===== src/rtl/uart_tx_arbiter.sv =====
// Round-robin arbiter/sequencer sharing one uart_tx among NUM_REQ byte producers.
// Holds the grant across a multi-byte message until the owner flags its last byte.
module uart_tx_arbiter #(
    parameter int NUM_REQ        = 4,
    parameter int c_GAP_CLKS     = 0,
    parameter int c_TIMEOUT_CLKS = 4096
) (
    input  logic                   i_Clock,
    input  logic                   i_Reset,
    input  logic [NUM_REQ-1:0]     i_Req,
    input  logic [8*NUM_REQ-1:0]   i_Byte,
    input  logic [NUM_REQ-1:0]     i_Last,
    output logic [NUM_REQ-1:0]     o_Ack,
    output logic [NUM_REQ-1:0]     o_Grant,
    output logic                   o_TX_DV,
    output logic [7:0]             o_TX_Byte,
    input  logic                   i_TX_Active,
    input  logic                   i_TX_Done,
    output logic                   o_Busy,
    output logic                   o_Timeout
);

    localparam int IW = $clog2(NUM_REQ);
    localparam int GW = (c_GAP_CLKS > 0) ? $clog2(c_GAP_CLKS + 1) : 1;
    localparam int TW = $clog2(c_TIMEOUT_CLKS + 1);
    localparam logic [GW-1:0] GAP_LAST  = GW'((c_GAP_CLKS > 0) ? c_GAP_CLKS - 1 : 0);
    localparam logic [TW-1:0] TMO_LIMIT = TW'(c_TIMEOUT_CLKS);
    localparam logic [IW-1:0] IDX_MAX   = IW'(NUM_REQ - 1);

    typedef enum logic [1:0] {S_IDLE, S_LOAD, S_WAIT, S_GAP} state_t;

    state_t             state_q;
    logic [IW-1:0]      ptr_q;
    logic [IW-1:0]      owner_q;
    logic [NUM_REQ-1:0] grant_q;
    logic [NUM_REQ-1:0] ack_q;
    logic               dv_q;
    logic               last_q;
    logic               timeout_q;
    logic [7:0]         byte_q;
    logic [GW-1:0]      gap_q;
    logic [TW-1:0]      tmo_q;

    logic [TW-1:0]      tmo_d;
    logic               win_vld_d;
    logic [IW-1:0]      win_d;
    logic [IW-1:0]      cand_d;
    logic [IW-1:0]      owner_next_d;
    logic [7:0]         byte_arr [NUM_REQ];

    for (genvar g = 0; g < NUM_REQ; g++) begin : g_unpack
        assign byte_arr[g] = i_Byte[8*g +: 8];
    end

    // First requester at or above the pointer, wrapping modulo NUM_REQ.
    always_comb begin
        win_vld_d = 1'b0;
        win_d     = '0;
        cand_d    = '0;
        for (int i = 0; i < NUM_REQ; i++) begin
            cand_d = IW'((int'(ptr_q) + i) % NUM_REQ);
            if (!win_vld_d && i_Req[cand_d]) begin
                win_vld_d = 1'b1;
                win_d     = cand_d;
            end
        end
    end

    assign owner_next_d = (owner_q == IDX_MAX) ? '0 : owner_q + 1'b1;
    assign tmo_d        = tmo_q + 1'b1;

    always_ff @(posedge i_Clock) begin
        if (i_Reset) begin
            state_q   <= S_IDLE;
            ptr_q     <= '0;
            owner_q   <= '0;
            grant_q   <= '0;
            ack_q     <= '0;
            dv_q      <= 1'b0;
            last_q    <= 1'b0;
            timeout_q <= 1'b0;
            byte_q    <= 8'h00;
            gap_q     <= '0;
            tmo_q     <= '0;
        end else begin
            dv_q      <= 1'b0;
            ack_q     <= '0;
            timeout_q <= 1'b0;
            case (state_q)
                S_IDLE: begin
                    // A stale i_TX_Done after reset is deliberately ignored here.
                    if (!i_TX_Active && win_vld_d) begin
                        owner_q <= win_d;
                        grant_q <= NUM_REQ'(1) << win_d;
                        ack_q   <= NUM_REQ'(1) << win_d;
                        byte_q  <= byte_arr[win_d];
                        last_q  <= i_Last[win_d];
                        dv_q    <= 1'b1;
                        state_q <= S_LOAD;
                    end
                end
                S_LOAD: begin
                    tmo_q   <= '0;
                    state_q <= S_WAIT;
                end
                S_WAIT: begin
                    if (i_TX_Done) begin
                        gap_q   <= '0;
                        state_q <= S_GAP;
                    end else if (tmo_d == TMO_LIMIT) begin
                        tmo_q     <= tmo_d;
                        timeout_q <= 1'b1;
                        grant_q   <= '0;
                        ptr_q     <= owner_next_d;
                        state_q   <= S_IDLE;
                    end else begin
                        tmo_q <= tmo_d;
                    end
                end
                S_GAP: begin
                    if (gap_q == GAP_LAST) begin
                        // Message lock: keep the grant while the owner has more bytes.
                        if (!last_q && i_Req[owner_q] && !i_TX_Active) begin
                            byte_q  <= byte_arr[owner_q];
                            last_q  <= i_Last[owner_q];
                            ack_q   <= grant_q;
                            dv_q    <= 1'b1;
                            state_q <= S_LOAD;
                        end else begin
                            grant_q <= '0;
                            ptr_q   <= owner_next_d;
                            state_q <= S_IDLE;
                        end
                    end else begin
                        gap_q <= gap_q + 1'b1;
                    end
                end
                default: state_q <= S_IDLE;
            endcase
        end
    end

    assign o_Ack     = ack_q;
    assign o_Grant   = grant_q;
    assign o_TX_DV   = dv_q;
    assign o_TX_Byte = byte_q;
    assign o_Busy    = (state_q != S_IDLE);
    assign o_Timeout = timeout_q;

endmodule


===== config.mk =====
export PLATFORM = sky130hd
export DESIGN_NAME = uart_tx_arbiter
export DESIGN_NICKNAME = d
export VERILOG_FILES = /design/src/rtl/uart_tx_arbiter.sv
export SDC_FILE = /design/constraint.sdc
export NUM_CORES = 1
export LEC_CHECK = 0
export ABC_AREA = 1
export CAP_MARGIN = 20
export CORE_MARGIN = 5
export CORE_UTILIZATION = 55
export CTS_CLUSTER_DIAMETER = 120
export DETAILED_ROUTE_END_ITERATION = 10
export PLACE_DENSITY = 0.86
export SKIP_CTS_REPAIR_TIMING = 1
export SYNTH_ARGS = -nofsm -noshare
export SYNTH_HDL_FRONTEND = slang
export SYNTH_SLANG_ARGS = --single-unit

===== constraint.sdc =====
create_clock -name i_Clock -period 3.2 [get_ports i_Clock]
set_input_delay 0.64 -clock i_Clock [delete_from_list [all_inputs] [get_ports i_Clock]]
set_output_delay 0.64 -clock i_Clock [all_outputs]
set_load 0.03 [all_outputs]

# After elaboration in Yosys (flattened, before gate mapping)
# Index checks and enable logic that the tools add are counted.
# totals
register_bits	39
input_bits	44
out_inout_bits	19
# classes
addsub	6
magnitude_cmp	8
eq_ne	13
n_shift	1
muxes	67
n_bitwise	3
reduce_logical	25
# op_table
operator	count
$mux 8	7
$bmux 8 s2	2
$mux 4	7
$mux 2	13
$pmux 13 s2	1
$mux 1	21
$lt 2x3->1 const B	6
$pmux 8 s2	1
$bmux 1 s2	7
$ne 2x2->1 const B	7
$add 13x1->13 const B	1
$eq 13x13->1 const B	1
$mux 13	1
$pmux 4 s3	1
$reduce_and 5->1	2
$pmux 2 s4	1
$pmux 4 s2	1
$reduce_bool 2->1	4
$eq 2x2->1 const B	3
$ge 3x3->1 const B	2
$logic_and 1x1->1	6
$not 2->3	2
$pmux 1 s2	3
$reduce_and 2->1	3
14 further kinds	20

# Longest topological paths before layout
# logic_depth
depth_word	18
mapped_depth	17
ltp_nobuf	17

# Worst setup path before layout
# Ideal clock, no wire load.
# synth_path
path_type	input to register
start	in i_Req[1]
end	reg byte_q[6], in the netlist o_TX_Byte[6]
setup_ps	132
t_arrival_ps	1804
t_required_ps	3068
path_slack_ps	1264
path_stages	13
cell_sequence	inv_1 > nand2_1 > nand3_1 > nand2_2 > nor2_8 > nand2_1 > nand3_2 > nand2_4 > buf_6 > nand3_1 > nand3_1 > o21bai_1 > a21oi_1
# synth_via
elab_chain_cells	18
word_cells_on_any_way	36
classes_between	eq/ne: 2; mux: 23; bitwise: 1; reduce/logical: 10
# synth_rtl
item	line	source
start, declared	10	input logic [NUM_REQ-1:0] i_Req,
$bmux 1 s2	62	if (!win_vld_d && i_Req[cand_d]) begin
$mux 1 (not written as such)	62	
$mux 1	62	
$logic_not 1->1	62	
$logic_and 1x1->1	62	
$mux 1	62	
$logic_not 1->1	62	
$logic_and 1x1->1	62	
$mux 1	62	
$logic_not 1->1	62	
$logic_and 1x1->1	62	
$mux 2	62	
$not 2->3 (not written as such)	96	byte_q <= byte_arr[win_d];
$bmux 8 s2	96	
$mux 8 (not written as such) (2 in a row)	96	
$mux 8	92	if (!i_TX_Active && win_vld_d) begin
$pmux 8 s2	89	case (state_q)
end signal, assigned	96	
end signal, assigned	124	byte_q <= byte_arr[owner_q];
end, declared	40	logic [7:0] byte_q;
# Parallel ways exist; a longest one is shown, timed or not. The select of a mux whose other input is x is not followed.
# A chain may end at the register's enable or synchronous reset.

# Worst setup path after layout
# layout_path
start	in i_Req[1]
end	reg byte_q[2], in the netlist o_TX_Byte[2]
# Same word-level chain as after synthesis.

==> summary.md <==
Global routing finished with a remaining overflow of 0. Synthesis inferred 38 register bits. Dividing the final minimum period by the clock period gives 81.7%. Entering global routing, the biggest net connects 34 pins. Setup TNS: 0 ns.

Measured against its own limit, the worst slew margin works out to 61.4%. Of the total synthesized cell area, the portion taken by full adders, half adders and majority gates is 2.53%. The floorplan step defined a core boundary enclosing 5170 um2. The run gives 471 as the gate count of the mapped netlist. The tools report the initial antenna violation count as 0.

Global-route wire length before repair: 13500 um. After the first detailed-routing iteration, the DRC count stood at 284. The net count after synthesis is 521. The final estimated routing congestion in global placement was 0.875; the count of buffers from port buffering was 62. Across the routed clock network, the largest skew measured is 0.00996 ns. The mean cell area of the mapped netlist works out to 6.30 um2. The synthesized netlist devotes 21.3% of its cell area to compound gates.

Among cell families on the critical path, the largest total delay comes from simple AND/OR/NAND/NOR gates. The slew at the pin closest to its max-slew limit is 0.579 ns. In the final routed layout, each cell accounts on average for 13.5 um. The die is 83.4 um tall. The run finished with clean final reports. Leaving out fill and tap cells, the most frequent cells in the layout are sky130_fd_sc_hd__nand2_1, sky130_fd_sc_hd__clkdlybuf4s50_1, sky130_fd_sc_hd__a21oi_1.

After layout, the minimum clock period comes to 2.61 ns. Clock tree synthesis inserted a total of 5 buffers. The most frequent standard cell in the layout excluding fill and tap cells was sky130_fd_sc_hd__nand2_1. The tools report the root buffer selected by CTS as sky130_fd_sc_hd__clkbuf_8. The worst setup path is captured at a flip-flop. Setup repair after global routing left no endpoint under its margin. The setup-violating endpoint count in the final report came out at 0. The tools report the effective utilization at floorplan as 57.3%. In this run, synthesis inferred 0 flip-flops with an integrated enable. VDD sags by at most 0.456 mV. At the worst endpoint, the required time is 3.41 ns. TritonCTS built the clock tree. The run gives 2 as the maximum buffer depth of the clock tree.

The full die area came out at 6960 um2. The most numerous cell on the critical path is sky130_fd_sc_hd__nand2_2. The worst setup path is launched from a primary input. Measured against the total synthesized area, the mux share comes to 0%.

The worst register-to-register path has a setup slack of 0.71 ns. Clock latency on the worst-skew pair, taken at its later pin, is 0.28 ns. For this run, the slowest stage of the critical path takes 0.41 ns.

Final hold analysis gives a worst-case slack of 0.481 ns. The synthesis-to-layout area growth came out at 24.9%. For this design the top-level I/O count stands at 63.

The xor/xnor share of the synthesized area is 1.48%, and the final antenna-violating net count is 0. For this run, the total global-route usage over all layers was measured as 22.8%. Wires add up to 8040 um.

Of the total synthesized cell area, the portion taken by AND, OR, NAND and NOR gates is 38.8%. The number of optimization iterations in the first detailed-route pass was 5; the total of max-cap violations was 0. The final layout contains 575 nets.

Of all nets on the critical path, the largest fanout is 17. The TritonCTS sink count came out at 38. The number of buffer and inverter instances along the worst setup path came out at 2.

The slowest stage of the critical path is the sky130_fd_sc_hd__clkdlybuf4s50_1 cell. The initialized floorplan defines 26 standard-cell rows. The path class of the tightest hold or removal check is reg2reg.

Summed over all nets, the half-perimeter wirelength after detailed placement is 6130 um. The post-synthesis instance area is 2970 um2, and the overall via count from detail_route is 3398. Data arrives at the worst endpoint at 2.83 ns. The tools report the yosys synthesis warning count as 0. The dominant register cell in the synthesized netlist is sky130_fd_sc_hd__dfxtp_1. For this run, asynchronously set or reset flops after synthesis account for 0%.

From left edge to right edge, the die measures 83.4 um. The combinational family with the most area after synthesis was simple AND/OR/NAND/NOR gates. The number of global-route vias before repair came out at 3134. The count of cell types in the netlist is 39.

The CTS clock-pin slew for the worst setup and hold paths works out to 0.07 ns. Summed over all cells, the static leakage comes to 1.59 nW. The run gives 0 as the DRC violation count after routing. By startpoint and endpoint, the worst setup path is classified as in2reg. The count of final hold-check violations is 0. For the total count of max-transition violations in the final report, the log shows 0. The share of the Yosys chip area taken by registers is 25.7%. Timing would allow up to 382 MHz. The number of antenna diodes in the final layout is 0. The H-tree was split into 2 levels.

Fraction of layout instances using a drive strength above 1: 9.71%. The critical path goes through clkdlybuf4s50_1 > inv_1 > nand2_1 > nand3_1 > nand2_2 > nor2_8 > nand4_2 > nand2_4 > nand2_2 > o21ai_0 > o21bai_1 > a21oi_1. Dividing total power by cell area gives a power density of 870 nW/um2.

After detailed routing, the number of vias per cell comes to 5.71.
[final timing paths]
| kind | start | endpoint | cells past startpoint |
|---|---|---|---|
| min reg2reg | tmo_q[1] | tmo_q[1] | 2 |
| min | tmo_q[1] | tmo_q[1] | 2 |
| max | i_Req[1] | o_TX_Byte[2] | 12 |
| max reg2reg | ptr_q[0] | o_TX_Byte[2] | 12 |
[metrics by stage]
stage | std cells | util, % | cell area, um2 | setup WS [ns] | power, W
after floorplan | 471 | - | 2970 | 1.26 | 0.00238
after global placement | 588 | 69.4 | 3590 | 0.461 | 0.00272
after detailed placement | 588 | 69.4 | 3590 | 0.338 | 0.00278
after CTS | 595 | 71.6 | 3700 | 0.635 | 0.00320
after global routing | 595 | 71.6 | 3700 | 0.328 | 0.00348
final | 595 | 71.6 | 3700 | 0.586 | 0.00322
[per-layer routing]
layer / GRT usage, % / wire, um
met1: 29.1 / 3480
met2: 38.6 / 3750
met3: 3.76 / 623
met4: 8.19 / 184
met5: 0 / 0
[cell families (layout without fill, tap and decap cells)]
kind of cell | count (synthesis) | in the layout
DFF | 38 | 38
adders and majority gates | 6 | 6
and+or+nand+nor | 239 | 239
xor gates and xnor gates | 5 | 5
AOI/OAI and AO/OA | 114 | 114
buffers and inverters | 69 | 123
[tightest hold or removal path, delay by kind of cell (launching register included)]
kind / cells / cell delay, ns
flops: 1 / 0.33
simple gates: 1 / 0.06
compound gates: 1 / 0.05
[state kept, by name, summed over array words and instances, names as in the netlist]
register / flops
tmo_q: 13
o_TX_Byte: 8
o_Ack: 4
o_Grant: 4
owner_q: 2
ptr_q: 2
state_q: 2
last_q: 1
o_TX_DV: 1
o_Timeout: 1
[final cells by class]
class,count,area (um2)
Tap cell,70,87.6
Sequential cell,38,761
Inverter,49,184
Clock buffer,6,82.6
Multi-Input combinational cell,364,1900
Fill cell,429,1470
Clock inverter,1,30.0
Timing Repair Buffer,67,658
[synthesized netlist by cell type (5+ instances only)]
cell type	n	area, um2
sky130_fd_sc_hd__clkbuf_1	11	41.3
sky130_fd_sc_hd__nand2_4	5	56.3
sky130_fd_sc_hd__o21ai_0	29	145
sky130_fd_sc_hd__ha_1	6	75.1
sky130_fd_sc_hd__o21ai_1	14	70.1
sky130_fd_sc_hd__nand2_2	9	56.3
sky130_fd_sc_hd__inv_2	7	26.3
sky130_fd_sc_hd__a21oi_1	48	240
sky130_fd_sc_hd__o211ai_1	6	45.0
sky130_fd_sc_hd__nor2_1	26	97.6
sky130_fd_sc_hd__nand4_1	13	81.3
sky130_fd_sc_hd__buf_6	5	56.3
sky130_fd_sc_hd__dfxtp_1	38	761
sky130_fd_sc_hd__nand2_1	132	495
sky130_fd_sc_hd__inv_1	41	154
sky130_fd_sc_hd__o21bai_1	5	37.5
sky130_fd_sc_hd__nand3_1	34	170
sky130_fd_sc_hd__a31oi_1	5	31.3
[where the power goes]
part           internal, W  switching [W]
sequential        0.000564      0.0000926
combinational     0.000752        0.00140
clock             0.000249       0.000159
Power figures use the tool's default switching activity.
